--- src/rtl/ntt_sched.sv ---
// Layer scheduler for an in-place NTT engine: launches the address generator once per
// butterfly layer, waits out the butterfly pipeline, and ping-pongs the coefficient banks.
module ntt_sched #(
    parameter int NUM_LAYERS = 8,
    parameter int BF_LAT     = 4
) (
    input  logic       clk_i,
    input  logic       rst_i,
    input  logic       start_i,
    input  logic       mode_i,
    input  logic       agu_done_i,
    output logic       agu_start_o,
    output logic [2:0] layer_o,
    output logic       bank_sel_o,
    output logic [7:0] twiddle_base_o,
    output logic       mode_o,
    output logic       wb_en_o,
    output logic       busy_o,
    output logic       done_o
);

    typedef enum logic [2:0] {
        IDLE,
        LAUNCH,
        RUN,
        DRAIN,
        FINISH
    } state_t;

    localparam logic [2:0] LAST_LAYER = 3'(NUM_LAYERS - 1);
    localparam logic [3:0] DRAIN_INIT = 4'(BF_LAT - 1);

    state_t     state;
    logic [3:0] drain_cnt;

    // Inverse transforms walk the twiddle table from the widest stride down.
    function automatic logic [7:0] twiddle_for(input logic [2:0] layer, input logic mode);
        logic [2:0] l;
        l = mode ? (LAST_LAYER - layer) : layer;
        return 8'd1 << l;
    endfunction

    always_ff @(posedge clk_i) begin
        if (rst_i) begin
            state          <= IDLE;
            layer_o        <= 3'd0;
            bank_sel_o     <= 1'b0;
            mode_o         <= 1'b0;
            drain_cnt      <= 4'd0;
            twiddle_base_o <= 8'd1;
            agu_start_o    <= 1'b0;
            wb_en_o        <= 1'b0;
            busy_o         <= 1'b0;
            done_o         <= 1'b0;
        end else begin
            agu_start_o <= 1'b0;
            done_o      <= 1'b0;
            case (state)
                IDLE: begin
                    if (start_i) begin
                        mode_o         <= mode_i;
                        layer_o        <= 3'd0;
                        bank_sel_o     <= 1'b0;
                        twiddle_base_o <= twiddle_for(3'd0, mode_i);
                        agu_start_o    <= 1'b1;
                        busy_o         <= 1'b1;
                        state          <= LAUNCH;
                    end
                end
                LAUNCH: begin
                    wb_en_o <= 1'b1;
                    state   <= RUN;
                end
                RUN: begin
                    if (agu_done_i) begin
                        drain_cnt <= DRAIN_INIT;
                        state     <= DRAIN;
                    end
                end
                DRAIN: begin
                    // The last butterfly results leave the pipeline on the cycle the counter reads zero.
                    if (drain_cnt == 4'd0) begin
                        wb_en_o <= 1'b0;
                        if (layer_o == LAST_LAYER) begin
                            done_o <= 1'b1;
                            state  <= FINISH;
                        end else begin
                            layer_o        <= layer_o + 3'd1;
                            bank_sel_o     <= ~bank_sel_o;
                            twiddle_base_o <= twiddle_for(layer_o + 3'd1, mode_o);
                            agu_start_o    <= 1'b1;
                            state          <= LAUNCH;
                        end
                    end else begin
                        drain_cnt <= drain_cnt - 4'd1;
                    end
                end
                FINISH: begin
                    busy_o <= 1'b0;
                    state  <= IDLE;
                end
                default: begin
                    busy_o  <= 1'b0;
                    wb_en_o <= 1'b0;
                    state   <= IDLE;
                end
            endcase
        end
    end

endmodule

--- config.mk ---
export PLATFORM = sky130hd
export DESIGN_NAME = ntt_sched
export DESIGN_NICKNAME = d
export VERILOG_FILES = /design/src/rtl/ntt_sched.sv
export SDC_FILE = /design/constraint.sdc
export NUM_CORES = 1
export LEC_CHECK = 0
export CAP_MARGIN = 10
export CELL_PAD_IN_SITES_DETAIL_PLACEMENT = 0
export CELL_PAD_IN_SITES_GLOBAL_PLACEMENT = 1
export CORE_ASPECT_RATIO = 0.9
export CORE_UTILIZATION = 30
export DETAILED_ROUTE_END_ITERATION = 8
export PLACE_DENSITY_LB_ADDON = 0.1
export SLEW_MARGIN = 10
export SYNTH_ARGS = -nofsm -noshare
export SYNTH_HDL_FRONTEND = slang
export SYNTH_SLANG_ARGS = --single-unit
--- constraint.sdc ---
create_clock -name clk_i -period 3.1 [get_ports clk_i]
set_input_delay 0.93 -clock clk_i [delete_from_list [all_inputs] [get_ports clk_i]]
set_output_delay 0.93 -clock clk_i [all_outputs]
set_load 0.02 [all_outputs]
# Yosys cells after proc, flatten, opt, wreduce, memory -nomap -nowiden

Index checks and enable logic that the tools add are counted.

Bits in latches: 0
Bits in read-only memories: 0
Memory bits (writable): 0
Word-level logic and storage cells: 74
Bits of input ports: 5
Memories: 0
Flip-flop bits (word level): 24

Eq/ne operators: 10
Divide/modulo/power cells: 0
$lt $le $gt $ge: 0
Multiplexer cells: 31
Add/subtract/negate cells: 3
Shifts and indexed selects: 2
Bitwise logic cells: 5
Reductions and logical operators: 13
Multipliers: 0

Operators by type and width:

| cell                                                                  | count |
|---|---|
| 3-bit two-way mux                                                     | 9 |
| 8-bit two-way mux                                                     | 3 |
| 8-bit one-hot mux with 2 select lines                                 | 1 |
| 1-bit by 3-bit left shift with 8-bit output, first input constant     | 2 |
| 3-bit one-hot mux with 4 select lines                                 | 1 |
| 2-bit != test, second input constant                                  | 5 |
| 1-bit two-way mux                                                     | 9 |
| 3-bit OR reduction                                                    | 3 |
| 4-bit two-way mux                                                     | 2 |
| 4-bit one-hot mux with 2 select lines                                 | 1 |
| 3-bit by 2-bit equality test with 1-bit output, second input constant | 2 |
| 3-bit equality test, second input constant                            | 2 |
| 1-bit one-hot mux with 2 select lines                                 | 3 |
| 3-bit one-hot mux with 2 select lines                                 | 1 |
| 2-bit AND reduction                                                   | 3 |
| 3-bit AND reduction                                                   | 2 |
| 1-bit inverter                                                        | 5 |
| 4-bit zero test                                                       | 1 |
| 4-bit AND reduction                                                   | 1 |
| 2-bit nonzero test                                                    | 2 |
| 4-bit by 1-bit subtractor with 4-bit output, second input constant    | 1 |
| 3-bit by 1-bit adder with 3-bit output, second input constant         | 1 |
| 3-bit by 1-bit equality test with 1-bit output, second input constant | 1 |
| 3-bit zero test                                                       | 1 |
| 2 further kinds                                                       | 2 |

# Depth between registers and ports, before layout

Gate-level depths: netlist of run 1.

Word-level depth: 7
Gate-level depth with buffers: 7
Mapped depth without buffers: 6

# Worst setup path after synthesis of run 1

No wires, ideal clock.

Path kind: input -> register
Start: in start_i
End: reg bank_sel_o
Arrival time: 1.947 ns
Stages on the path: 5
Path slack: 1.025 ns
Data required time: 2.972 ns
Cell sequence: or4b_4 -> a22oi_4 -> buf_6 -> mux2i_1 -> nor2_1

Word-level cells in the longest chain between the ends: 2

Ends and longest elaborated chain:

| what                          | line | source |
|---|---|---|
| start: declaration            | 9    | `input logic start_i,` |
| 2-bit != test (no line)       | n/a  |  |
| 4-bit AND reduction (no line) | n/a  |  |
| end signal: assignment        | 89   | `bank_sel_o <= ~bank_sel_o;` |
| end: declaration              | 14   | `output logic bank_sel_o,` |

No other way between the ends.
A chain may end at the register's enable or synchronous reset.

# Worst setup path after layout of run 1

Start: reg mode_o
End: out mode_o

RTL lines:

| what                     | line | source |
|---|---|---|
| start: declaration       | 16   | `output logic mode_o,` |
| start signal: assignment | 61   | `mode_o <= mode_i;` |

No word-level cell between the ends.

==> impl_metrics.yaml, run 1 <==
route:
  drt_iter0_drc: 48
  wl_per_cell_um: 13.1
  wl_mm: 2.64
  drcViolationCount: 0
  vias_per_cell: 5.01
  vias: 1012
  ant_nets: 0
  first_pass_iters: 4
worst_setup_path:
  r2r-end: "bank_sel_o$_SDFFE_PP0P_"
  critPathBufInv: 1
  criticalPathCategory: "flop to primary output"
  r2r-start: "layer_o[0]$_SDFFE_PP0P_"
  cp.required_ns: 2.17
  crit_path_cell_trace: "clkdlybuf4s50_1"
  crit_slowest_cell: "clkdlybuf4s50_1"
  endpoint_kind: "primary output"
  r2r_slack_ns: 1.11
  max_stage_delay_ns: 0.69
  worstSetupPathDepth: 1
  cp_top_family: "buffers and inverters"
  reg2reg_depth: 6
  crit_path_max_fanout: 15
  cp_data_arrival_time_ns: 1.57
  worstSetupStartpointType: "flop"
placement:
  dp_slack_ns: 0.415
  dp.final_hpwl_mm: 1.84
  port_buffers: 21
  place_congestion: 0.666
  placed_cell_area_sq_mm: 0.00142
floorplan:
  start_util: 0.322
  io_pins: 22
  die-height_um: 62.9
  die-area_sq_mm: 0.00438
  placementRows: 21
  die_w_um: 69.7
  core_region_area_sq_mm: 0.00384
clock_network:
  clock_sinks: 24
  hold_buffers: 0
  clock_latency_ns: 0.27
  cts.clk_slew.worst_paths_ns: 0.08
  cts_buffers: 3
  post_cts_resized: 0
  root_buffer: "clkbuf_8"
  htreeDepth: 1
  cts_tree: "built"
  post_cts_buffers: 0
  clock_path_buffers: 2
timing:
  fin_crit_ns: 2.50
  period_share: 0.807
  hold_viol: 0
  totalNegativeSetupSlack_ns: 0
  setup_ws_ns: 0.598
  fmax_mhz: 400
  drv_slew: 0
  slew_headroom: 0.590
  tightest_slew_ns: 0.613
  skew_ns: 0.00441
  rsz0062_at_grt: "false"
  setup-violations-final: 0
synthesis:
  ys_seq_area_frac: 0.389
  synth_area_leaders: "dfxtp_1, a21oi_1, buf_6"
  ys_seq_elements: 24
  synth_top_flop_cell: "dfxtp_1"
  syn_avg_cell_area_sq_um: 8.71
  syn_area_sq_mm: 0.00124
  yosys.cell_types.count: 36
  syn_nets: 150
  yosys.area.top_type_share: 0.389
  ys_async_sr_fraction: 0
  ys_top_cells_by_count: "dfxtp_1, a21oi_1, nand2_1"
  synth-edff-count: 0
  synth_top_area_cell: "dfxtp_1"
  yosysMostFrequentCell: "dfxtp_1"
  synth_cells: 142
  ys_warn_count: 0
global_routing:
  grt_usage: 0.130
  grt_max_degree: 16
  grt_pass1_wl_mm: 4.60
  antenna_found_initial: 0
  grt-ovfl-total: 0
  grt_pass1_vias: 939
layout:
  layout.nets: 165
  final_area_sq_mm: 0.00147
  final_util: 0.384
  n_antenna_cell: 0
  drive_gt1_frac: 0.0577
  syn_to_final_growth_pct: 19.2
hold_path:
  worstHoldStart: "twiddle_base_o[5]$_SDFFE_PP0P_"
  hold_class: "flop to flop"
  whs_path_depth: 2
  holdPathEnd: "twiddle_base_o[5]$_SDFFE_PP0P_"
power_and_ir_drop:
  total_power_w: 0.000706
  power.density_mw_per_mm2: 479
  p_leak_nw: 0.523
  ir_drop_mv: 0.300
job:
  drv_cap: 0
status:
  outcome: "complete, no violations"
flip-flops by register name, summed over array words and instances (netlist names):
signal,cells
state,3
busy_o,1
twiddle_base_o,8
agu_start_o,1
drain_cnt,4
layer_o,3
mode_o,1
done_o,1
bank_sel_o,1
wb_en_o,1
metrics by stage:
step / std cells / hold slack, ns
floorplan: 142 / 0.467
global placement: 198 / 0.442
detailed placement: 198 / 0.448
CTS: 202 / 0.460
global route: 202 / 0.473
finish: 202 / 0.455
metal layers:
layer	part of all wire	track usage	vias up
met5	0	0	-
met4	0.0045	0.0225	0
met3	0.047	0.0419	2
met2	0.41	0.191	26
met1	0.54	0.186	458
li1	-	-	526
placed cells by master, fill, tap and decap left out, drive strengths merged, types with 3 or more instances in the layout:
cell type,n
nand3,9
o21ai,3
mux2i,3
a21oi,15
clkdlybuf4s50,21
nand3b,5
nand2b,5
dfxtp,24
nor3,6
clkbuf,4
nand2,15
ha,3
nor2,14
how the worst max path moves through the flow:
stage                        start                             end  slack (ns)
3_5_place_dp               start_i         bank_sel_o$_SDFFE_PP0P_        0.42
3_3_place_gp               start_i  twiddle_base_o[0]$_SDFFE_PP1P_        0.44
6_report       mode_o$_SDFFE_PP0P_                          mode_o        0.60
2_1_floorplan              start_i         bank_sel_o$_SDFFE_PP0P_        1.03
4_1_cts        mode_o$_SDFFE_PP0P_                          mode_o        0.58
5_1_grt        mode_o$_SDFFE_PP0P_                          mode_o        0.53
where the power goes:
part | internal (W) | total, W | switching [W]
Clock | 0.000113 | 0.000213 | 0.0000997
Combinational | 0.0000640 | 0.000144 | 0.0000798
Sequential | 0.000326 | 0.000349 | 0.0000227
worst reg2reg max path, cell delays in order (launching register included):
cell and delay, ns:
dfxtp_1 0.44, ha_1 0.26, ha_1 0.22, nand4bb_1 0.27, a22oi_4 0.39, mux2i_1 0.23, nor2_1 0.05
cells by family (layout without fill, tap and decap cells):
kind of cell / after synthesis / in the layout / synth area share
buffers and inverters: 14 / 28 / 0.0810
and+or+nand+nor: 69 / 69 / 0.320
AOI/OAI and AO/OA: 27 / 27 / 0.142
adders and majority gates: 3 / 3 / 0.0304
muxes: 3 / 3 / 0.0243
xor gates and xnor gates: 2 / 2 / 0.0142
DFF: 24 / 24 / 0.389
area by class of cell:
type / instances / area (sq um)
fillers: 397 / 2360
multi-input cells: 104 / 656
inverters: 2 / 7.51
flip-flops and latches: 24 / 480
clock buffers: 4 / 55.1
repair buffers: 22 / 218
well taps: 46 / 57.6
(Power assumes the default switching activity.)
==> run 2, diff against run 1 <==
- clock period: 3.1 -> 2.6 ns (I/O delays scaled with it)
==> run 2 against run 1 <==
Die area unchanged; sequential cell count unchanged; via count up 1.7%; sequential share of layout area decreased by 0.33 points; critical path type unchanged.
==> impl_metrics.yaml, run 2 (synthesis gave the netlist of run 1 again) <==
timing:
  tightest_slew_ns: 0.644
  skew_ns: 0.0120
  drv_slew: 0
  fin_crit_ns: 2.30
  fmax_mhz: 434
  slew_headroom: 0.569
  hold_viol: 0
  period_share: 0.886
  setup-violations-final: 0
  rsz0062_at_grt: "false"
  totalNegativeSetupSlack_ns: 0
  setup_ws_ns: 0.295
  hold_ws_ns: 0.455
placement:
  place_congestion: 0.726
  dp.final_hpwl_mm: 1.93
  dp_slack_ns: 0.0370
  port_buffers: 21
  place_inst: 200
clock_network:
  htreeDepth: 1
  post_cts_buffers: 0
  post_cts_resized: 0
  clock_latency_ns: 0.27
  cts.clk_slew.worst_paths_ns: 0.09
  cts_buffers: 3
  clock_sinks: 24
  hold_buffers: 0
  cts_tree: "built"
  clock_path_buffers: 2
  root_buffer: "clkbuf_8"
worst_setup_path:
  worstSetupStartpointType: "flop"
  crit_slowest_cell: "clkdlybuf4s50_1"
  r2r-end: "layer_o[0]$_SDFFE_PP0P_"
  r2r_slack_ns: 0.60
  startpoint: "layer_o[0]$_SDFFE_PP0P_"
  worstSetupPathDepth: 1
  r2r-start: "layer_o[0]$_SDFFE_PP0P_"
  max_stage_delay_ns: 0.69
  criticalPathCategory: "flop to primary output"
  crit_path_max_fanout: 14
  cp.required_ns: 1.82
  cp_data_arrival_time_ns: 1.52
  critPathBufInv: 1
  worstSetupEndpoint: "layer_o[0]"
  reg2reg_depth: 6
  cp_top_family: "buffers and inverters"
  crit_path_cell_trace: "clkdlybuf4s50_1"
  endpoint_kind: "primary output"
global_routing:
  antenna_found_initial: 0
  grt-ovfl-total: 0
  grt_usage: 0.141
  grt_max_degree: 16
  grt_pass1_wl_mm: 4.84
  grt_pass1_vias: 1026
floorplan:
  placementRows: 21
  core_region_area_sq_mm: 0.00384
  die-area_sq_mm: 0.00438
  die_w_um: 69.7
  start_util: 0.322
  die-height_um: 62.9
  io_pins: 22
layout:
  fin_cells: 204
  syn_to_final_growth_pct: 20.4
  n_antenna_cell: 0
  drive_gt1_frac: 0.0696
  layout.cells.most_common: "dfxtp_1"
  largest_reg_flops: 8
  mostFrequentLayoutCells: "dfxtp_1, clkdlybuf4s50_1, nand2_1, a21oi_1, nor2_1"
  layout.nets: 167
  top_regs: "twiddle_base_o (8), drain_cnt (4)"
  regMostFlops: "twiddle_base_o"
power_and_ir_drop:
  power.density_mw_per_mm2: 573
  p_leak_nw: 0.534
  ir_drop_mv: 0.293
status:
  outcome: "complete, no violations"
route:
  vias_per_cell: 5.04
  wl_per_cell_um: 13.6
  ant_nets: 0
  drcViolationCount: 0
  vias: 1029
  drt_iter0_drc: 22
  wl_mm: 2.78
  first_pass_iters: 4
hold_path:
  hold_class: "flop to flop"
job:
  drv_cap: 0
run 2: changes by cell type in the layout (fill, tap and decap cells not counted), sizes merged:
cell | previous run | this run
buf | 1 | 3
run 2: routing by layer:
layer  part of all wire  global-route usage  up-vias
li1                   -                   -      532
met1               0.52               0.186      475
met2               0.43               0.218       20
met3              0.042              0.0452        2
met4             0.0068              0.0425        0
met5                  0                   0        -
run 2: worst min path at each step:
stage,from,end,cells past startpoint
after floorplan,drain_cnt[0]$_SDFFE_PP0P_,drain_cnt[0]$_SDFFE_PP0P_,1
after global placement,twiddle_base_o[2]$_SDFFE_PP0P_,twiddle_base_o[2]$_SDFFE_PP0P_,2
after detailed placement,twiddle_base_o[5]$_SDFFE_PP0P_,twiddle_base_o[5]$_SDFFE_PP0P_,2
after CTS,twiddle_base_o[5]$_SDFFE_PP0P_,twiddle_base_o[5]$_SDFFE_PP0P_,2
after global routing,twiddle_base_o[5]$_SDFFE_PP0P_,twiddle_base_o[5]$_SDFFE_PP0P_,2
final,twiddle_base_o[5]$_SDFFE_PP0P_,twiddle_base_o[5]$_SDFFE_PP0P_,2
run 2: stage by stage:
stage          cell area, sq um  total power (W)   util
6_report                   1490         0.000853  0.388
5_1_grt                    1490         0.000907  0.388
3_5_place_dp               1430         0.000603  0.374
4_1_cts                    1490         0.000867  0.388
2_1_floorplan              1240         0.000557      -
3_3_place_gp               1430         0.000598  0.374
run 2: final cells by class:
cell class | count | area (sq um)
inverters | 2 | 7.51
flip-flops and latches | 24 | 480
well taps | 46 | 57.6
fillers | 393 | 2350
multi-input cells | 104 | 656
clock buffers | 4 | 55.1
repair buffers | 24 | 233
run 2: worst reg2reg max path, stage by stage (launching register included):
cell	delay, ns
dfxtp_1	0.44
ha_1	0.26
ha_1	0.21
nand4bb_1	0.27
a22oi_4	0.40
mux2i_1	0.24
nor2_1	0.05
run 2: where the power goes:
part / switching, W / leakage [nW] / internal, W / total, W
combinational: 0.000104 / 0.309 / 0.0000793 / 0.000183
clock: 0.000124 / 0.0288 / 0.000135 / 0.000259
sequential: 0.0000222 / 0.195 / 0.000389 / 0.000411
==> run 3, diff against run 2 <==
- CORE_MARGIN: default -> 3
- GPL_ROUTABILITY_DRIVEN: default -> 0
==> run 3 against run 2 <==
Core utilization unchanged; sequential cell count unchanged; via count shrank 0.29%; sequential power is essentially flat; non-clock buffer count is the same; critical path depth unchanged; cell area unchanged; highest routed layer unchanged; worst setup slack got worse by 0.0082 ns; clock power is 4% lower.
==> impl_metrics.yaml, run 3 (synthesis gave the netlist of run 1 again) <==
status:
  outcome: "complete, no violations"
floorplan:
  io_pins: 22
  die-area_sq_mm: 0.00493
  die_w_um: 73.7
  placementRows: 21
  start_util: 0.322
  die-height_um: 66.9
  core_region_area_sq_mm: 0.00384
timing:
  tightest_slew_ns: 0.555
  hold_viol: 0
  skew_ns: 0.00535
  hold_ws_ns: 0.454
  fin_crit_ns: 2.31
  slew_headroom: 0.630
  rsz0062_at_grt: "false"
  drv_slew: 0
  totalNegativeSetupSlack_ns: 0
  fmax_mhz: 432
  period_share: 0.890
  setup-violations-final: 0
clock_network:
  clock_path_buffers: 2
  cts.clk_slew.worst_paths_ns: 0.08
  post_cts_buffers: 0
  clock_latency_ns: 0.26
  htreeDepth: 1
  root_buffer: "clkbuf_8"
  cts_tree: "built"
  hold_buffers: 0
  clock_sinks: 24
  cts_buffers: 3
  post_cts_resized: 0
layout:
  regMostFlops: "twiddle_base_o"
  mostFrequentLayoutCells: "dfxtp_1, clkdlybuf4s50_1, nand2_1, a21oi_1, nor2_1"
  multi_input_area_sq_um: 656
  fin_cells: 204
  largest_reg_flops: 8
  final_area_sq_mm: 0.00149
  syn_to_final_growth_pct: 20.4
  fillCellCount: 402
  layout.cells.most_common: "dfxtp_1"
  drive_gt1_frac: 0.0696
  register_area_sq_um: 480
  layout.nets: 167
  n_antenna_cell: 0
  top_regs: "twiddle_base_o (8), drain_cnt (4)"
global_routing:
  grt-ovfl-total: 0
  grt_usage: 0.129
  grt_pass1_vias: 1013
  antenna_found_initial: 0
  grt_pass1_wl_mm: 4.93
  grt_max_degree: 15
route:
  vias_per_cell: 5.03
  wl_per_cell_um: 13.5
  met1_length_mm: 1.46
  drt_iter0_drc: 22
  ant_nets: 0
  wl_met2_mm: 1.19
  vias: 1026
  highest_layer: "met4"
  wl_met3_um: 91
  wl_mm: 2.75
  first_pass_iters: 5
  drcViolationCount: 0
power_and_ir_drop:
  ir_drop_mv: 0.326
  total_power_w: 0.000840
  p_leak_nw: 0.533
  power.density_mw_per_mm2: 564
worst_setup_path:
  crit_slowest_cell: "clkdlybuf4s50_1"
  cp_data_arrival_time_ns: 1.53
  cp.required_ns: 1.82
  critPathBufInv: 1
  cp_top_family: "buffers and inverters"
  worstSetupStartpointType: "flop"
  max_stage_delay_ns: 0.69
  crit_path_cell_trace: "clkdlybuf4s50_1"
  criticalPathCategory: "flop to primary output"
  endpoint_kind: "primary output"
  crit_path_max_fanout: 14
placement:
  dp.final_hpwl_mm: 2.02
  place_inst: 200
  placed_cell_area_sq_mm: 0.00143
  port_buffers: 21
job:
  drv_cap: 0
hold_path:
  hold_class: "flop to flop"
## run 3: layout make-up
class                      count  share of cell area
multi-input combinational    104               0.440
sequential                    24               0.323
timing repair buffer          24               0.156
tap                           46              0.0387
clock buffer                   4              0.0370
inverter                       2             0.00504
## run 3: through the flow
stage          setup WS (ns)  utilization
2_1_floorplan          0.675            -
3_3_place_gp          0.0637        0.374
3_5_place_dp          0.0509        0.374
4_1_cts                0.277        0.388
5_1_grt                0.212        0.388
6_report               0.287        0.388
## run 3: path summary, 6_finish.rpt
check,end,from,cells after the start,slack [ns]
worst max register to register,twiddle_base_o[0]$_SDFFE_PP1P_,layer_o[0]$_SDFFE_PP0P_,6,0.60
worst min register to register,twiddle_base_o[2]$_SDFFE_PP0P_,twiddle_base_o[2]$_SDFFE_PP0P_,2,0.45
worst min-delay path,twiddle_base_o[2]$_SDFFE_PP0P_,twiddle_base_o[2]$_SDFFE_PP0P_,2,0.45
worst max-delay path,layer_o[0],layer_o[0]$_SDFFE_PP0P_,1,0.29
## run 3: where the power goes
part / internal [W] / switching, W / total [W]
sequential: 0.000389 / 0.0000226 / 0.000411
combinational: 0.0000789 / 0.000101 / 0.000180
clock: 0.000135 / 0.000113 / 0.000248
## run 3: per-layer routing
layer / track usage / vias up
met5: 0 / -
met4: 0.0271 / 0
met3: 0.0362 / 2
met2: 0.187 / 17
met1: 0.187 / 477
li1: - / 530
